$ cat config.mk
export PLATFORM = sky130hd
export DESIGN_NAME = sipo_deser_flat
export DESIGN_NICKNAME = d
export VERILOG_FILES = /design/src/rtl/sipo_deser_if.sv /design/src/rtl/sipo_deser.sv /design/src/flat_wrapper.sv
export SDC_FILE = /design/constraint.sdc
export NUM_CORES = 1
export LEC_CHECK = 0
export ABC_CLOCK_PERIOD_IN_PS = 1400
export CAP_MARGIN = 30
export CORE_ASPECT_RATIO = 0.7
export CORE_MARGIN = 5
export CORE_UTILIZATION = 35
export CTS_BUF_LIST = sky130_fd_sc_hd__clkbuf_4
export CTS_CLUSTER_SIZE = 24
export DETAILED_ROUTE_END_ITERATION = 7
export GPL_ROUTABILITY_DRIVEN = 0
export SYNTH_ARGS = -nofsm -noshare
export SYNTH_HDL_FRONTEND = slang
export SYNTH_SLANG_ARGS = --single-unit
$ cat constraint.sdc
create_clock -name clk -period 1.4 [get_ports clk]
set_input_delay 0.21 -clock clk [delete_from_list [all_inputs] [get_ports clk]]
set_output_delay 0.21 -clock clk [all_outputs]
set_load 0.02 [all_outputs]
$ cat src/rtl/sipo_deser_if.sv
// Bundle of the serial-input and word-output signals of sipo_deser.
// parity_err only exists when SIPO_DESER_PARITY_EN is defined.
interface sipo_deser_if #(
  parameter int unsigned WIDTH = 8
);
  localparam int unsigned CW = $clog2(WIDTH + 1);

  logic             clr;
  logic             sdi;
  logic             sdi_valid;
  logic             dout_ready;
  logic [WIDTH-1:0] q_shift;
  logic [WIDTH-1:0] dout;
  logic             dout_valid;
  logic             overrun;
  logic [CW-1:0]    bit_cnt;
`ifdef SIPO_DESER_PARITY_EN
  logic             parity_err;

  modport master (
    output clr, sdi, sdi_valid, dout_ready,
    input  q_shift, dout, dout_valid, overrun, bit_cnt, parity_err
  );
  modport slave (
    input  clr, sdi, sdi_valid, dout_ready,
    output q_shift, dout, dout_valid, overrun, bit_cnt, parity_err
  );
`else
  modport master (
    output clr, sdi, sdi_valid, dout_ready,
    input  q_shift, dout, dout_valid, overrun, bit_cnt
  );
  modport slave (
    input  clr, sdi, sdi_valid, dout_ready,
    output q_shift, dout, dout_valid, overrun, bit_cnt
  );
`endif
endinterface

$ cat src/rtl/sipo_deser.sv
// Serial-in / parallel-out deserialiser with a one-word output holding
// register, ready/valid consumption and a sticky overrun flag.
// Optional feature macro: SIPO_DESER_PARITY_EN (adds a trailing even-parity
// bit per frame and the parity_err output).
module sipo_deser #(
  parameter int unsigned WIDTH     = 8,
  parameter bit          LSB_FIRST = 1'b0
) (
  input logic         clk,
  input logic         reset_n,
  sipo_deser_if.slave bus
);
  localparam int unsigned CW = $clog2(WIDTH + 1);
`ifdef SIPO_DESER_PARITY_EN
  localparam logic [CW-1:0] LAST_CNT = CW'(WIDTH);
`else
  localparam logic [CW-1:0] LAST_CNT = CW'(WIDTH - 1);
`endif

  logic [WIDTH-1:0] shift_q, shift_d;
  logic [CW-1:0]    cnt_q, cnt_d;
  logic [WIDTH-1:0] dout_q, dout_d;
  logic             dv_q, dv_d;
  logic             ov_q, ov_d;
  logic [WIDTH-1:0] shifted;
  logic [WIDTH-1:0] word;
  logic             done;
`ifdef SIPO_DESER_PARITY_EN
  logic             perr_q, perr_d;
  logic             par;
`endif

  // Shift-register value if the current sdi bit is taken.
  always_comb begin
    if (LSB_FIRST) shifted = {bus.sdi, shift_q[WIDTH-1:1]};
    else           shifted = {shift_q[WIDTH-2:0], bus.sdi};
  end

  // Next-state: frame counting, word completion and output register rules.
  always_comb begin
    shift_d = shift_q;
    cnt_d   = cnt_q;
    dout_d  = dout_q;
    dv_d    = dv_q;
    ov_d    = ov_q;
    word    = shifted;
    done    = 1'b0;
`ifdef SIPO_DESER_PARITY_EN
    perr_d  = perr_q;
    par     = (^shift_q) ^ bus.sdi;
`endif
    if (bus.clr) begin
      shift_d = '0;
      cnt_d   = '0;
      dout_d  = '0;
      dv_d    = 1'b0;
      ov_d    = 1'b0;
`ifdef SIPO_DESER_PARITY_EN
      perr_d  = 1'b0;
`endif
    end else begin
      if (bus.sdi_valid) begin
        if (cnt_q == LAST_CNT) begin
          cnt_d = '0;
          done  = 1'b1;
        end else begin
          cnt_d = cnt_q + CW'(1);
        end
`ifdef SIPO_DESER_PARITY_EN
        // parity bit completes the frame but never enters the shift register
        word = shift_q;
        if (cnt_q != LAST_CNT) shift_d = shifted;
`else
        shift_d = shifted;
`endif
      end
      if (done) begin
        if (!dv_q || bus.dout_ready) begin
          dout_d = word;
          dv_d   = 1'b1;
`ifdef SIPO_DESER_PARITY_EN
          perr_d = par;
`endif
        end else begin
          ov_d = 1'b1;
        end
      end else if (dv_q && bus.dout_ready) begin
        dv_d = 1'b0;
      end
    end
  end

  // State registers with asynchronous active-low reset.
  always_ff @(posedge clk or negedge reset_n) begin
    if (!reset_n) begin
      shift_q <= '0;
      cnt_q   <= '0;
      dout_q  <= '0;
      dv_q    <= 1'b0;
      ov_q    <= 1'b0;
`ifdef SIPO_DESER_PARITY_EN
      perr_q  <= 1'b0;
`endif
    end else begin
      shift_q <= shift_d;
      cnt_q   <= cnt_d;
      dout_q  <= dout_d;
      dv_q    <= dv_d;
      ov_q    <= ov_d;
`ifdef SIPO_DESER_PARITY_EN
      perr_q  <= perr_d;
`endif
    end
  end

  assign bus.q_shift    = shift_q;
  assign bus.bit_cnt    = cnt_q;
  assign bus.dout       = dout_q;
  assign bus.dout_valid = dv_q;
  assign bus.overrun    = ov_q;
`ifdef SIPO_DESER_PARITY_EN
  assign bus.parity_err = perr_q;
`endif
endmodule

$ cat src/flat_wrapper.sv
// flat-port wrapper written by rule: the top's interface ports become plain ports
module sipo_deser_flat 
#(
  parameter int unsigned WIDTH     = 8,
  parameter bit          LSB_FIRST = 1'b0
)
  (clk, reset_n, bus_clr, bus_sdi, bus_sdi_valid, bus_dout_ready, bus_q_shift, bus_dout, bus_dout_valid, bus_overrun, bus_bit_cnt);
  sipo_deser_if #(.WIDTH(WIDTH)) bus_i ();
  input logic clk;
  input logic reset_n;
  input wire logic [$bits(bus_i.clr)-1:0] bus_clr;
  input wire logic [$bits(bus_i.sdi)-1:0] bus_sdi;
  input wire logic [$bits(bus_i.sdi_valid)-1:0] bus_sdi_valid;
  input wire logic [$bits(bus_i.dout_ready)-1:0] bus_dout_ready;
  output wire logic [$bits(bus_i.q_shift)-1:0] bus_q_shift;
  output wire logic [$bits(bus_i.dout)-1:0] bus_dout;
  output wire logic [$bits(bus_i.dout_valid)-1:0] bus_dout_valid;
  output wire logic [$bits(bus_i.overrun)-1:0] bus_overrun;
  output wire logic [$bits(bus_i.bit_cnt)-1:0] bus_bit_cnt;
  assign bus_i.clr = bus_clr;
  assign bus_i.sdi = bus_sdi;
  assign bus_i.sdi_valid = bus_sdi_valid;
  assign bus_i.dout_ready = bus_dout_ready;
  assign bus_q_shift = bus_i.q_shift;
  assign bus_dout = bus_i.dout;
  assign bus_dout_valid = bus_i.dout_valid;
  assign bus_overrun = bus_i.overrun;
  assign bus_bit_cnt = bus_i.bit_cnt;
  sipo_deser #(.WIDTH(WIDTH), .LSB_FIRST(LSB_FIRST)) u_core (.clk(clk), .reset_n(reset_n), .bus(bus_i));
endmodule
Word level (Yosys, flattened, before mapping)
Cells that the tools add are included.
{ "totals": {"register_bits": 22, "elab_cells": 37, "output_inout_bits": 22, "in_bits": 6} }
{ "classes": {"reduce_logical": 10, "eq_ne": 3, "muxes": 18, "n_addsub": 1} }
{ "ops": {"columns": ["operator", "n"], "rows": [
  ["$mux W8", 5],
  ["$mux W4", 3],
  ["$mux W1", 10],
  ["$reduce_and A2 Y1", 3],
  ["$reduce_bool A2 Y1", 3],
  ["$add A4 B1 Y4 const B", 1],
  ["$eq A4 B3 Y1 const B", 1],
  ["$ne A3 B3 Y1 const B", 1],
  ["$reduce_bool A3 Y1", 1],
  ["$ne A2 B2 Y1 const B", 1],
  ["$logic_and A1 B1 Y1", 1],
  ["$logic_not A1 Y1", 1],
  ["$logic_or A1 B1 Y1", 1]
]} }

Longest topological paths before layout
Gate-level depths: netlist of the first run.
{ "depth": {"depth_word": 6, "ltp_mapped": 5, "depth_no_buf": 4} }

Least setup slack after synthesis of the first run
No wires, ideal clock.
{ "synth_timing": {"path_type": "reg-to-reg", "startpoint": "register u_core.cnt_q[0] (netlist: u_core.bus.bit_cnt[0])", "endpoint": "register u_core.ov_q (netlist: u_core.bus.overrun)", "stages_incl_launch_ff": 6, "setup_ns": 0.132, "required_ns": 1.268, "synth_period_minus_slack_ns": 1.346, "arrival_ns": 1.214, "setup_slack_ns": 0.054, "n_path_buf": 1, "cell_sequence": "dfrtp_1 > ha_1 > and4b_1 > buf_4 > a21oi_1 > nor2_1"} }
{ "synth_between": {"elab_chain_len": 6} }
{ "synth_lines": {"columns": ["element", "line_no", "rtl"], "rows": [
  ["start, declared", "sipo_deser.sv:21", "logic [CW-1:0] cnt_q, cnt_d;"],
  ["start signal, assigned", "sipo_deser.sv:106", "cnt_q <= cnt_d;"],
  ["$eq A4 B3 Y1", "sipo_deser.sv:63", "if (cnt_q == LAST_CNT) begin"],
  ["$mux W1", "sipo_deser.sv:63", null],
  ["$mux W1", "sipo_deser.sv:62", "if (bus.sdi_valid) begin"],
  ["$mux W1", "sipo_deser.sv:52", "if (bus.clr) begin"],
  ["$reduce_bool A2 Y1 (no line)", null, null],
  ["$reduce_and A2 Y1 (no line)", null, null],
  ["end signal, assigned", "sipo_deser.sv:109", "ov_q <= ov_d;"],
  ["end, declared", "sipo_deser.sv:24", "logic ov_q, ov_d;"]
]} }
Every way passes these cells. The select of a mux whose other input is x is not followed.
A chain may end at the register's enable or synchronous reset.

Worst setup path in the final report of the first run
{ "layout_timing": {"startpoint": "register u_core.cnt_q[2] (netlist: u_core.bus.bit_cnt[2])", "endpoint": "output port bus_bit_cnt[2]"} }
{ "layout_rtl": {"columns": ["element", "line_no", "rtl"], "rows": [
  ["end, declared", "flat_wrapper.sv:19", "output wire logic [$bits(bus_i.bit_cnt)-1:0] bus_bit_cnt;"]
]} }
No word-level cell between the ends.

==> results of run 1 <==
where the power goes:
part	switching (W)	total, W	internal (W)
logic	0.0000601	0.000113	0.0000524
registers	0.00000927	0.000654	0.000645
clock network	0.000186	0.000290	0.000104
total	0.000256	0.00106	0.000801
metrics by stage:
stage	instance area, um2	instances
after global placement	1281	149
after CTS	1280	153
after detailed placement	1281	149
after floorplan	929.6	86
after global routing	1287	154
final	1287	154
state kept, by name (all words and copies together) (netlist names):
register	flops
u_core.bus.dout_valid	1
u_core.bus.overrun	1
u_core.bus.bit_cnt	4
u_core.bus.dout	8
u_core.bus.q_shift	8
per-layer routing:
layer	track usage, %	vias to the layer above	wire (um)
met4	0.9375	0	0
li1	-	367	-
met2	17.53	20	874
met1	17.94	350	1178
met3	5.313	0	105
met5	0	-	0
kinds of logic after synthesis:
group / Yosys count / synth area share (%)
xor gates and xnor gates: 2 / 1.885
AOI/OAI and AO/OA: 19 / 10.23
buffers and inverters: 5 / 2.826
DFF: 22 / 59.22
muxes: 9 / 9.691
adders and majority gates: 1 / 1.346
and+or+nand+nor: 28 / 14.81
worst reg2reg max path, stage by stage, from the launching register on:
cell and delay (ps):
dfrtp_1 420, ha_1 240, and4b_1 190, buf_4 160, nand3_1 110, a21oi_1 80
worst paths after layout:
path / start / end / slack (ps) / cells after the start
setup / recovery: u_core.bus.bit_cnt[2] / bus_bit_cnt[2] / 80 / 1
hold reg to reg: u_core.bus.overrun / u_core.bus.overrun / 540 / 2
setup reg to reg: u_core.bus.bit_cnt[0] / u_core.bus.dout[2] / 100 / 5
hold / removal: reset_n / u_core.bus.bit_cnt[3] / 240 / 2
max in group asynchronous: reset_n / u_core.bus.q_shift[4] / 930 / 2
min in group clk: bus_sdi / u_core.bus.dout[0] / 510 / 3
cell usage after synthesis (all sizes together):
master and instances:
buf 2, nand2 2, nand2b 1, o21ai 8, nor2 11, or3 1
dfrtp 22, nand3 8, xnor2 1, a21oi 11, mux2i 9, xor2 1
nand4 1, ha 1, clkbuf 3, nor3 1, nor2b 1, nand4b 1
and4b 1
repair_timing:
item	CTS	global route
hold buffers	0	0
setup endpoints to repair	22	4
resized for setup	22	0
buffers inserted	0	1
layout by cell type (no fill, tap or decap), drive strengths merged:
cell	Yosys	layout
nand4	1	1
mux2i	9	9
dfrtp	22	22
nand3	8	8
nand2	2	2
xnor2	1	1
a21oi	11	11
ha	1	1
clkdlybuf4s50	0	5
and4b	1	1
nor2	11	11
buf	2	8
clkinv	0	1
xor2	1	1
clkbuf	3	3
nand4b	1	1
o21ai	8	8
dlygate4sd2	0	22
or3	1	1
nand2b	1	1
nor3	1	1
nor2b	1	1
cell type report:
cell class	instances	area, um2	share of cell area, %
repair buffers	35	315.3	24.49
multi-input cells	59	352.8	27.41
flip-flops and latches	22	550.5	42.76
clock buffers	3	22.52	1.749
well taps	34	42.54	3.304
clock inverters	1	3.754	0.2915
==> results.sh, run 1 <==
export IMPL_hold_viol_final=0
export IMPL_whs_ps=237.6
export IMPL_syn_inst=86
export IMPL_num_rows=15
export IMPL_critPathKind="reg -> out"
export IMPL_die_h_um=53.12
export IMPL_dp_slack_ps=-38.32
export IMPL_num_vias=737
export IMPL_io_buffers=27
export IMPL_die_area_um2=3803
export IMPL_worstPathRequired_ps=1190
export IMPL_synth_largest_area_cell="dfrtp_1"
export IMPL_drtIter0Drc=27
export IMPL_crit_arrival_ps=1110
export IMPL_critical_path_buf_inv_count=1
export IMPL_antenna_found_initial=0
export IMPL_dp_hpwl_mm=1.542
export IMPL_ys_types=20
export IMPL_dieWidth_um=71.60
export IMPL_wl_mm=2.158
export IMPL_power_density_nw_per_um2=820.6
export IMPL_path_cells="dlygate4sd2_1"
export IMPL_status="complete, no violations"
export IMPL_drc=0
export IMPL_netlist_area_um2=929.6
export IMPL_skew_ps=10.33
export IMPL_ys_ff_latch=22
export IMPL_setup_slack_ps=77.59
export IMPL_synth_warnings=0
export IMPL_period_share_pct=94.46
export IMPL_final_nets=128
export IMPL_track_usage_pct=12.36
export IMPL_viasPerCell=4.786
export IMPL_drv_cap=0
export IMPL_synth_area_per_cell_um2=10.81
export IMPL_drt_first_pass_iters=4
export IMPL_layout_drive_gt1_share_pct=9.167
export IMPL_grt_pass1_wl_mm=3.622
export IMPL_final_util_pct=51.58
export IMPL_clock_root_buffer="clkbuf_4"
export IMPL_fin_tns_setup_ps=0
export IMPL_clk_latency_ps=310
export IMPL_ant_nets=0
export IMPL_path_max_fanout=5
export IMPL_total_power_w=0.001056
export IMPL_synth_seq_area_share_pct=59.22
export IMPL_core_area_um2=2496
export IMPL_hold_path_class="in -> async"
export IMPL_cp_end_kind="primary output"
export IMPL_io_pins=28
export IMPL_first_global_vias=730
export IMPL_worst_pin_slew_ps=493.8
export IMPL_peakVddDrop_uv=470.1
export IMPL_cts_buffers=3
export IMPL_syn_nets=93
export IMPL_final_max_slew_viol_count=0
export IMPL_crit_family="flip-flops"
export IMPL_ys_top_cells_by_area="dfrtp_1 59%, mux2i_1 9.7%, a21oi_1 5.9%"
export IMPL_cts_sinks=22
export IMPL_cts_tree="done"
export IMPL_fmax_mhz=756.2
export IMPL_fill_cells=251
export IMPL_final_setup_viol_count=0
export IMPL_max_slew_margin_pct=67.01
export IMPL_rsz0062_at_grt="no"
export IMPL_slowest_delay_ps=450
export IMPL_leakage_nw=0.6789
export IMPL_startpoint_type="flip-flop"
export IMPL_cts_buffer_depth=2
export IMPL_min_period_ps=1322
export IMPL_yosysTopAreaCellShare_pct=59.22
export IMPL_worst_path_max_delay_cell="dfrtp_1"
export IMPL_area_growth_pct=38.49
export IMPL_cts_htree_levels=1
export IMPL_clk_pin_slew_ps=120
export IMPL_overflow=0
export IMPL_grt_max_degree=23
export IMPL_routedWlPerCell_um=14.01
export IMPL_start_util_pct=37.24
export IMPL_diodes=0
No activity file was read; power rests on OpenSTA's default activity.
==> inputs of run 2 (changes only) <==
--- a/config.mk
+++ b/config.mk
@@ -10,7 +10,6 @@
 export CORE_ASPECT_RATIO = 0.7
 export CORE_MARGIN = 5
 export CORE_UTILIZATION = 35
-export CTS_BUF_LIST = sky130_fd_sc_hd__clkbuf_4
 export CTS_CLUSTER_SIZE = 24
 export DETAILED_ROUTE_END_ITERATION = 7
 export GPL_ROUTABILITY_DRIVEN = 0
==> results.sh, run 2 (synthesis gave the netlist of run 1 again) <==
export IMPL_worstPathRequired_ps=1550
export IMPL_first_global_vias=724
export IMPL_status="complete, no violations"
export IMPL_drc=0
export IMPL_final_setup_viol_count=0
export IMPL_antenna_found_initial=0
export IMPL_power_frac_clock_pct=37.0
export IMPL_whs_ps=295.8
export IMPL_die_area_um2=3803
export IMPL_power_density_nw_per_um2=923.4
export IMPL_slowest_delay_ps=400
export IMPL_combinationalPowerShare_pct=9.3
export IMPL_r2r_end="u_core.bus.dout[2]"
export IMPL_p_int_w=0.0009471
export IMPL_routedWlPerCell_um=13.89
export IMPL_io_pins=28
export IMPL_cts_htree_levels=1
export IMPL_crit_arrival_ps=1450
export IMPL_r2r_start="u_core.bus.bit_cnt[0]"
export IMPL_hold_buffers=0
export IMPL_final_cell_mix="22 x dlygate4sd2_1, 22 x dfrtp_1, 11 x nor2_1, 11 x a21oi_1, 9 x mux2i_1"
export IMPL_critical_path_buf_inv_count=1
export IMPL_dieWidth_um=71.60
export IMPL_hold_viol_final=0
export IMPL_crit_family="flip-flops"
export IMPL_worst_path_max_delay_cell="dfrtp_1"
export IMPL_worst_pin_slew_ps=484.0
export IMPL_period_share_pct=92.86
export IMPL_multi_input_area_um2=352.8
export IMPL_drt_first_pass_iters=4
export IMPL_dp_hpwl_mm=1.542
export IMPL_max_slew_margin_pct=67.67
export IMPL_ff2ff_path_depth=5
export IMPL_num_rows=15
export IMPL_num_vias=737
export IMPL_clk_latency_ps=260
export IMPL_final_max_slew_viol_count=0
export IMPL_ant_nets=0
export IMPL_area_growth_pct=41.59
export IMPL_peakVddDrop_uv=815.9
export IMPL_diodes=0
export IMPL_startpoint_type="flip-flop"
export IMPL_start_util_pct=37.24
export IMPL_skew_ps=2.834
export IMPL_cts_tree="done"
export IMPL_swShare_pct=22.08
export IMPL_fill_cells=247
export IMPL_drv_cap=0
export IMPL_path_max_fanout=10
export IMPL_path_cells="ha_1 > and4b_1 > buf_4 > nand3_1 > a21oi_1"
export IMPL_die_h_um=53.12
export IMPL_clk_pin_slew_ps=80
export IMPL_layout_drive_gt1_share_pct=10.00
export IMPL_cts_sinks=22
export IMPL_hold_path_class="in -> async"
export IMPL_sequentialPowerShare_pct=53.7
export IMPL_cts_buffers=3
export IMPL_cp_end_kind="flip-flop"
export IMPL_min_period_ps=1300
export IMPL_regToRegSetupSlack_ps=100
export IMPL_track_usage_pct=12.32
export IMPL_critPathKind="reg -> reg"
export IMPL_final_util_pct=52.73
export IMPL_io_buffers=27
export IMPL_grt_max_degree=23
export IMPL_switching_power_w=0.0002684
export IMPL_core_area_um2=2496
export IMPL_rsz0062_at_grt="no"
export IMPL_grt_pass1_wl_mm=3.601
export IMPL_finalNonFillerCells=154
export IMPL_overflow=0
export IMPL_seqCellArea_um2=550.5
export IMPL_clock_root_buffer="clkbuf_8"
export IMPL_cp_depth=5
export IMPL_final_nets=128
export IMPL_fmax_mhz=769.2
export IMPL_leakage_nw=0.6922
export IMPL_viasPerCell=4.786
export IMPL_cts_buffer_depth=2
export IMPL_wl_mm=2.139
export IMPL_drtIter0Drc=36
export IMPL_fin_tns_setup_ps=0
export IMPL_placed_cells=149
run 2: what timing repair did:
item / in CTS / in global routing
setup buffers: 0 / 1
gates resized for setup: 22 / 0
setup endpoints to repair: 22 / 4
pin swaps: 0 / 0
run 2: final cells by class:
class                      instances  share of cell area, %
clock buffer                       4                  4.183
multi-input combinational         59                  26.81
tap                               34                  3.232
timing repair buffer              35                  23.95
sequential                        22                  41.83
run 2: worst max path at each step:
stage / end / slack [ps] / startpoint
final: u_core.bus.dout[2] / 100 / u_core.bus.bit_cnt[0]
after global routing: u_core.bus.dout[7] / 30 / u_core.bus.bit_cnt[1]
after CTS: u_core.bus.dout[6] / 80 / u_core.bus.bit_cnt[0]
after detailed placement: u_core.bus.dout[6] / -40 / bus_sdi_valid
after global placement: u_core.bus.dout[2] / -40 / bus_sdi_valid
after floorplan: u_core.bus.overrun / 50 / u_core.bus.bit_cnt[0]
run 2: metal layers:
layer,GRT usage [%],vias to the layer above,wire (um)
met2,17.23,22,882
met1,18.08,345,1133
met4,0.9375,0,0
li1,-,370,-
met5,0,-,0
met3,5.313,0,124
run 2: per-stage QoR:
stage / cell area, um2 / total power [W] / worst slack (ps)
after floorplan: 929.6 / 0.0007140 / 54.22
after global placement: 1281 / 0.0007824 / -41.83
after detailed placement: 1281 / 0.0007831 / -38.32
after CTS: 1309 / 0.001221 / 79.39
after global routing: 1316 / 0.001263 / 29.86
final: 1316 / 0.001216 / 99.99
run 2: power by group through the flow:
stage | Sequential, W | Clock [W] | Combinational, W
after floorplan | 0.000678 | 0 | 0.0000362
after detailed placement | 0.000668 | 0 | 0.000115
final | 0.000653 | 0.000450 | 0.000113
after CTS | 0.000655 | 0.000457 | 0.000109
after global routing | 0.000655 | 0.000485 | 0.000123
after global placement | 0.000667 | 0 | 0.000115
run 2: worst reg2reg max path, delay by kind of cell, from the launching register on:
| kind | cells | cell delay [ps] |
|---|---|---|
| fa+ha+maj | 1 | 240 |
| simple gates | 2 | 300 |
| compound gates | 1 | 80 |
| buf+inv | 1 | 160 |
| flops | 1 | 400 |
==> inputs of run 3 (changes only) <==
==> constraint.sdc (replaced) <==
create_clock -name clk -period 1.4 [get_ports clk]
set_input_delay 0.21 -clock clk [delete_from_list [all_inputs] [get_ports clk]]
set_output_delay 0.21 -clock clk [all_outputs]
set_load 0.05 [all_outputs]
==> results.sh, run 3 (synthesis gave the netlist of run 1 again) <==
export IMPL_cts_buffer_depth=2
export IMPL_ff2ff_path_depth=3
export IMPL_rsz0062_at_grt="no"
export IMPL_min_period_ps=1270
export IMPL_core_area_um2=2496
export IMPL_period_share_pct=90.68
export IMPL_track_usage_pct=12.90
export IMPL_peakVddDrop_uv=765.4
export IMPL_post_cts_resized=0
export IMPL_crit_arrival_ps=1460
export IMPL_clk_latency_ps=260
export IMPL_final_common_cell="buf_12"
export IMPL_drv_cap=0
export IMPL_cts_buffers=3
export IMPL_startpoint_type="flip-flop"
export IMPL_power_density_nw_per_um2=894.5
export IMPL_status="complete, no violations"
export IMPL_final_cell_mix="23 x buf_12, 20 x dfrtp_1, 11 x nor2_1, 11 x a21oi_1, 9 x mux2i_1"
export IMPL_layout_drive_gt1_share_pct=30.25
export IMPL_routedWlPerCell_um=14.27
export IMPL_slowest_delay_ps=460
export IMPL_hold_path_class="in -> async"
export IMPL_r2r_start="u_core.bus.dout_valid"
export IMPL_setup_slack_ps=130.4
export IMPL_fmax_mhz=787.7
export IMPL_viasPerCell=4.993
export IMPL_grt_pass1_wl_mm=3.788
export IMPL_grt_max_degree=23
export IMPL_start_util_pct=37.24
export IMPL_die_h_um=53.12
export IMPL_wl_mm=2.184
export IMPL_io_buffers=27
export IMPL_cts_tree="done"
export IMPL_path_max_fanout=9
export IMPL_area_growth_pct=69.72
export IMPL_die_area_um2=3803
export IMPL_drt_first_pass_iters=4
export IMPL_antenna_found_initial=0
export IMPL_worst_pin_slew_ps=502.4
export IMPL_cts_sinks=22
export IMPL_worstPathRequired_ps=1590
export IMPL_crit_family="simple AND/OR/NAND/NOR gates"
export IMPL_final_nets=127
export IMPL_regToRegSetupSlack_ps=130
export IMPL_hold_viol_final=0
export IMPL_overflow=0
export IMPL_num_rows=15
export IMPL_final_setup_viol_count=0
export IMPL_clk_pin_slew_ps=80
export IMPL_critPathKind="reg -> reg"
export IMPL_drc=0
export IMPL_critical_path_buf_inv_count=0
export IMPL_fin_tns_setup_ps=0
export IMPL_diodes=0
export IMPL_postCtsSetupRepairBufs=0
export IMPL_ant_nets=0
export IMPL_cp_end_kind="flip-flop"
export IMPL_dieWidth_um=71.60
export IMPL_max_slew_margin_pct=66.44
export IMPL_skew_ps=2.733
export IMPL_leakage_nw=0.6913
export IMPL_r2r_end="u_core.bus.dout[3]"
export IMPL_fill_cells=193
export IMPL_dp_slack_ps=-53.11
export IMPL_dp_hpwl_mm=1.628
export IMPL_clock_root_buffer="clkbuf_8"
export IMPL_cts_htree_levels=1
export IMPL_final_max_slew_viol_count=0
export IMPL_worst_path_max_delay_cell="nor2b_1"
export IMPL_hold_buffers=0
export IMPL_path_cells="nor2b_1 > o21ai_0 > a21oi_1"
export IMPL_num_vias=764
export IMPL_io_pins=28
export IMPL_drtIter0Drc=40
export IMPL_first_global_vias=752
[run 3: cell count changes in the layout (fill, tap and decap cells not counted), sizes merged]
| cell | change |
|---|---|
| bufinv | +1 |
| dlygate4sd2 | -22 |
| clkbuf | -1 |
| buf | +21 |
[run 3: worst max-delay path by stage]
stage | start | to | slack, ps | cells past startpoint
after floorplan | u_core.bus.bit_cnt[0] | u_core.bus.dout[2] | -0.7 | 4
after global placement | bus_sdi_valid | u_core.bus.dout[7] | -6 | 5
after detailed placement | bus_dout_ready | u_core.bus.dout[3] | -50 | 4
after CTS | u_core.bus.dout_valid | u_core.bus.dout[3] | 130 | 3
after global routing | u_core.bus.dout_valid | u_core.bus.dout[3] | 5 | 3
final | u_core.bus.dout_valid | u_core.bus.dout[3] | 130 | 3
[run 3: layout make-up]
cell class              instances  area, um2  area share, %
repair buffers                 34      555.5          35.21
flip-flops and latches         22      553.0          35.05
multi-input cells              59      355.3          22.52
well taps                      34      42.54          2.696
clock buffers                   3      41.29          2.617
clock inverters                 1      30.03          1.903
[run 3: through the flow]
step	instance area [um2]	std cells	hold WS (ps)	utilization, %	total power [W]
2_1_floorplan	934.6	86	-85.59	-	0.0007373
3_3_place_gp	1506	149	561.3	60.35	0.0008346
3_5_place_dp	1506	149	560.0	60.35	0.0008385
4_1_cts	1578	153	301.5	63.21	0.001419
5_1_grt	1578	153	318.6	63.21	0.001450
6_report	1578	153	286.9	63.21	0.001411
[run 3: where the power goes]
part	leakage [nW]	internal (W)	switching, W
sequential	0.302	0.000645	0.0000109
combinational	0.354	0.0000800	0.0000888
clock	0.0357	0.000382	0.000205
[run 3: routing by layer]
metal	vias to the layer above	routed length, um	track usage, %	part of all wire (%)
met5	-	0	0	0
met4	0	40	4.063	1.8
met3	6	164	5.503	7.5
met2	26	941	18.14	43
met1	364	1036	17.72	47
li1	368	-	-	-
==> RTL change 1, RTL diff (flow settings as in run 2) <==
`WIDTH` is set to 8 in 3 places; all go to 4.
--- a/src/rtl/sipo_deser_if.sv
+++ b/src/rtl/sipo_deser_if.sv
@@ -2,5 +2,5 @@
 // parity_err only exists when SIPO_DESER_PARITY_EN is defined.
 interface sipo_deser_if #(
-  parameter int unsigned WIDTH = 8
+  parameter int unsigned WIDTH = 4
 );
   localparam int unsigned CW = $clog2(WIDTH + 1);
--- a/src/rtl/sipo_deser.sv
+++ b/src/rtl/sipo_deser.sv
@@ -4,5 +4,5 @@
 // bit per frame and the parity_err output).
 module sipo_deser #(
-  parameter int unsigned WIDTH     = 8,
+  parameter int unsigned WIDTH     = 4,
   parameter bit          LSB_FIRST = 1'b0
 ) (
--- a/src/flat_wrapper.sv
+++ b/src/flat_wrapper.sv
@@ -2,5 +2,5 @@
 module sipo_deser_flat 
 #(
-  parameter int unsigned WIDTH     = 8,
+  parameter int unsigned WIDTH     = 4,
   parameter bit          LSB_FIRST = 1'b0
 )
Interface: changed (resized bus_bit_cnt, bus_dout and bus_q_shift); port bits go from 28 to 19. The function was not compared with the original's and may differ.
==> RTL change 1 against run 2 <==
- total power shrank 41%
- wire length shrank 47%
- clock skew is essentially flat
- synthesized area shrank 35%
- setup slack gained 0.052 ns
- design area shrank 37%
- sequential cell count shrank 9
- global-route usage shrank 2.5 points
- largest cell class unchanged
==> RTL change 1: results (changes against run 2) <==
- Clk sinks: 13 (-41%)
- Initial detailed-routing violation count: 5 (-86%)
- Seq/Total Area, Yosys: 54.05% (-5.2 points)
- Max rail drop VDD: 0.3829 mV (-53%)
- Most frequent cells after synthesis: dfrtp_1 (13), mux2i_1 (9), nand2b_1 (8)
- DP Worst Slack: -0.005837 ns (+0.03248 ns)
- Total Wirelength: 1143 µm (-47%)
- CTS resizes: 13 (-41%)
- GRT Total Usage: 9.812% (-2.5 points)
- Pwr Total: 714.6 µW (-41%)
- Multi-input gate share of the layout cell area: 29.71% (+2.9 points)
- Non-clock inverters: 1 (+1)
- Clock-cell share of area: 3.167% (-1.0 points)
- Synth cell types: 15 (-25%)
- Vias in the first global route: 432 (-40%)
- Clock Skew: 0.002788 ns (-0.00004633 ns)
- NonClk Buf Share: 24.28% (+0.33 points)
- Largest net degree at the start of global routing: 15 (-35%)
- Met3 WL: 120 µm (-3.2%)
- GRT met3 Usage: 6.286% (+0.97 points)
- Non-CTS buffers: 23 (-34%)
- Via count: 439 (-40%)
- Final Non-Filler Cells: 95 (-38%)
- Layout area overhead: 37.84%
- Status: completed
- First-pass GRT wire length: 1911 µm (-47%)
- Cell count after placement: 91 (-39%)
- Multi-input comb cells: 33 (-44%)
- FF/Latch Area: 325.3 µm² (-41%)
- 1st-pass router iterations: 2 (-2)
- Mapped Nets: 57 (-39%)
[RTL change 1: cell count changes in the layout (fill, tap and decap cells not counted), moves of 7 or more]
cell           before  now
a21oi_1            11    1
dfrtp_1            22   13
dlygate4sd2_1      22   13
nand2b_1            1    8
nand3_1             8    0
o21ai_0             7    0
[RTL change 1: worst max-delay path: stages, from the launching register on]
cell	delay (ns)
dfrtp_1	0.39
ha_1	0.18
and3b_4	0.20
nor2b_4	0.21
mux2i_1	0.20
[RTL change 1: cell families after synthesis]
| family | Yosys count | share of synthesized area, % |
|---|---|---|
| flip-flops | 13 | 54.05 |
| multiplexers | 9 | 14.97 |
| AO/OA/AOI/OAI | 2 | 2.079 |
| AND/OR/NAND/NOR | 20 | 20.37 |
| XOR/XNOR | 1 | 1.456 |
| buffers and inverters | 4 | 4.988 |
| adder cells (fa/ha/maj) | 1 | 2.079 |
==> RTL change 2, RTL diff (config.mk and constraints of run 2) <==
Without the edit above. Make the reset (`reset_n`) synchronous in one clocked block. Comments in the files are not updated.
--- a/src/rtl/sipo_deser.sv
+++ b/src/rtl/sipo_deser.sv
@@ -92,5 +92,5 @@
 
   // State registers with asynchronous active-low reset.
-  always_ff @(posedge clk or negedge reset_n) begin
+  always_ff @(posedge clk) begin
     if (!reset_n) begin
       shift_q <= '0;
Behaviour: differs if reset_n is asserted again (counterexample within 4 cycles, from zero or initial values and one cycle with reset_n low); with reset_n held inactive, the same outputs for 10 cycles.
==> RTL change 2 against run 2 <==
- setup slack gained 0.013 ns
- die area shrank 9.4%
- design area shrank 9.8%
- largest cell class unchanged
- wire length shrank 6.2%
- sequential cell count is the same
- total power shrank 14%
- synthesized area shrank 11%
- largest power group unchanged
==> RTL change 2: results (changes against run 2) <==
- Status: completed
- Setup WS post-layout: 0.1130 ns (+0.01303 ns)
- Max rail drop VDD: 0.5458 mV (-33%)
- Mapped Cells: 87 (+1.2%)
- Top FF cell, synth: dfxtp_1
- Met3 WL: 136 µm (+9.7%)
- DR WL met2: 869 µm (-1.5%)
- Capture point of the worst reg-to-reg path: u_core.bus.dout[7]
- Synth area leaders: dfxtp_1 (53%), mux2i_1 (11%), a21oi_1 (6.7%)
- GRT Total Usage: 12.21% (-0.12 points)
- Top sig layer: met4
- Synth Area in Adders: 1.515% (+0.17 points)
- Seq/Total Area, Yosys: 53.33% (-5.9 points)
- Wire per inst: 13.29 µm (-4.3%)
- Pleak: 0.0005348 µW (-23%)
- Sequential Power Share: 60.8% (+7.1 points)
- Cell count after placement: 147 (-1.3%)
- Critical path's slowest cell: dfxtp_4
- Routing usage on met2: 17.76% (+0.53 points)
- Worst-margin pin slew: 0.5171 ns (+0.03318 ns)
- Mapped Nets: 94 (+1.1%)
- Clock Skew: 0.01002 ns (+0.007182 ns)
- Switching Fraction: 20.96% (-1.1 points)
- Hold slack: 0.4874 ns (+0.1916 ns)
- Vias in the first global route: 727 (+0.41%)
- Clk_lat worst skew: 0.30 ns (+0.04 ns)
- DP Wirelength: 1431 µm (-7.2%)
- Fillers: 225 (-8.9%)
- Total Wirelength: 2007 µm (-6.2%)
- Initial detailed-routing violation count: 39 (+8.3%)
- DR vias/cell: 4.987 (+4.2%)
- Nets: 127 (-0.78%)
- Share of cells above drive strength 1: 10.92% (+0.92 points)
- Most frequent cells after synthesis: dfxtp_1 (22), a21oi_1 (11), nor2_1 (11)
- Worst Setup SP: u_core.bus.bit_cnt[0]
- FFs w/ async S/R, synth: 0% (-100 points)
- Compound-cell area share of the yosys netlist: 11.52% (+1.3 points)
- Clock net power: 343 µW (-24%)
- DP Worst Slack: -0.05683 ns (-0.01851 ns)
- Root Buffer: clkbuf_4
- Xor/xnor share of the synthesized area: 2.121% (+0.24 points)
- WL met1: 991 µm (-13%)
- Placed cell area: 1167 µm² (-8.9%)
- GRT met3 Usage: 5.357% (+0.044 points)
- Worst-path clk slew: 0.12 ns (+0.04 ns)
- Switching power: 218.0 µW (-19%)
- HP Class: flop to flop
-- RTL change 2: cell count changes in the layout (fill, tap and decap cells not counted), moves of 3 or more --
| cell | before | now |
|---|---|---|
| clkbuf_4 | 0 | 3 |
| dfxtp_1 | 0 | 20 |
| clkbuf_8 | 4 | 1 |
| dfrtp_1 | 22 | 0 |
| buf_4 | 7 | 4 |
-- RTL change 2: critical path, delay by kind of cell (launching register included) --
family / cells / cell delay [ns]
adder cells (fa/ha/maj): 1 / 0.20
AND/OR/NAND/NOR: 2 / 0.32
buffers and inverters: 1 / 0.15
AO/OA/AOI/OAI: 1 / 0.15
flip-flops: 1 / 0.39
-- RTL change 2: layout make-up --
type | count | area (µm²) | share of cell area (%)
multi-input cells | 60 | 361.6 | 30.45
repair buffers | 33 | 304.0 | 25.61
flip-flops and latches | 22 | 445.4 | 37.51
clock buffers | 4 | 36.28 | 3.056
well taps | 32 | 40.04 | 3.372
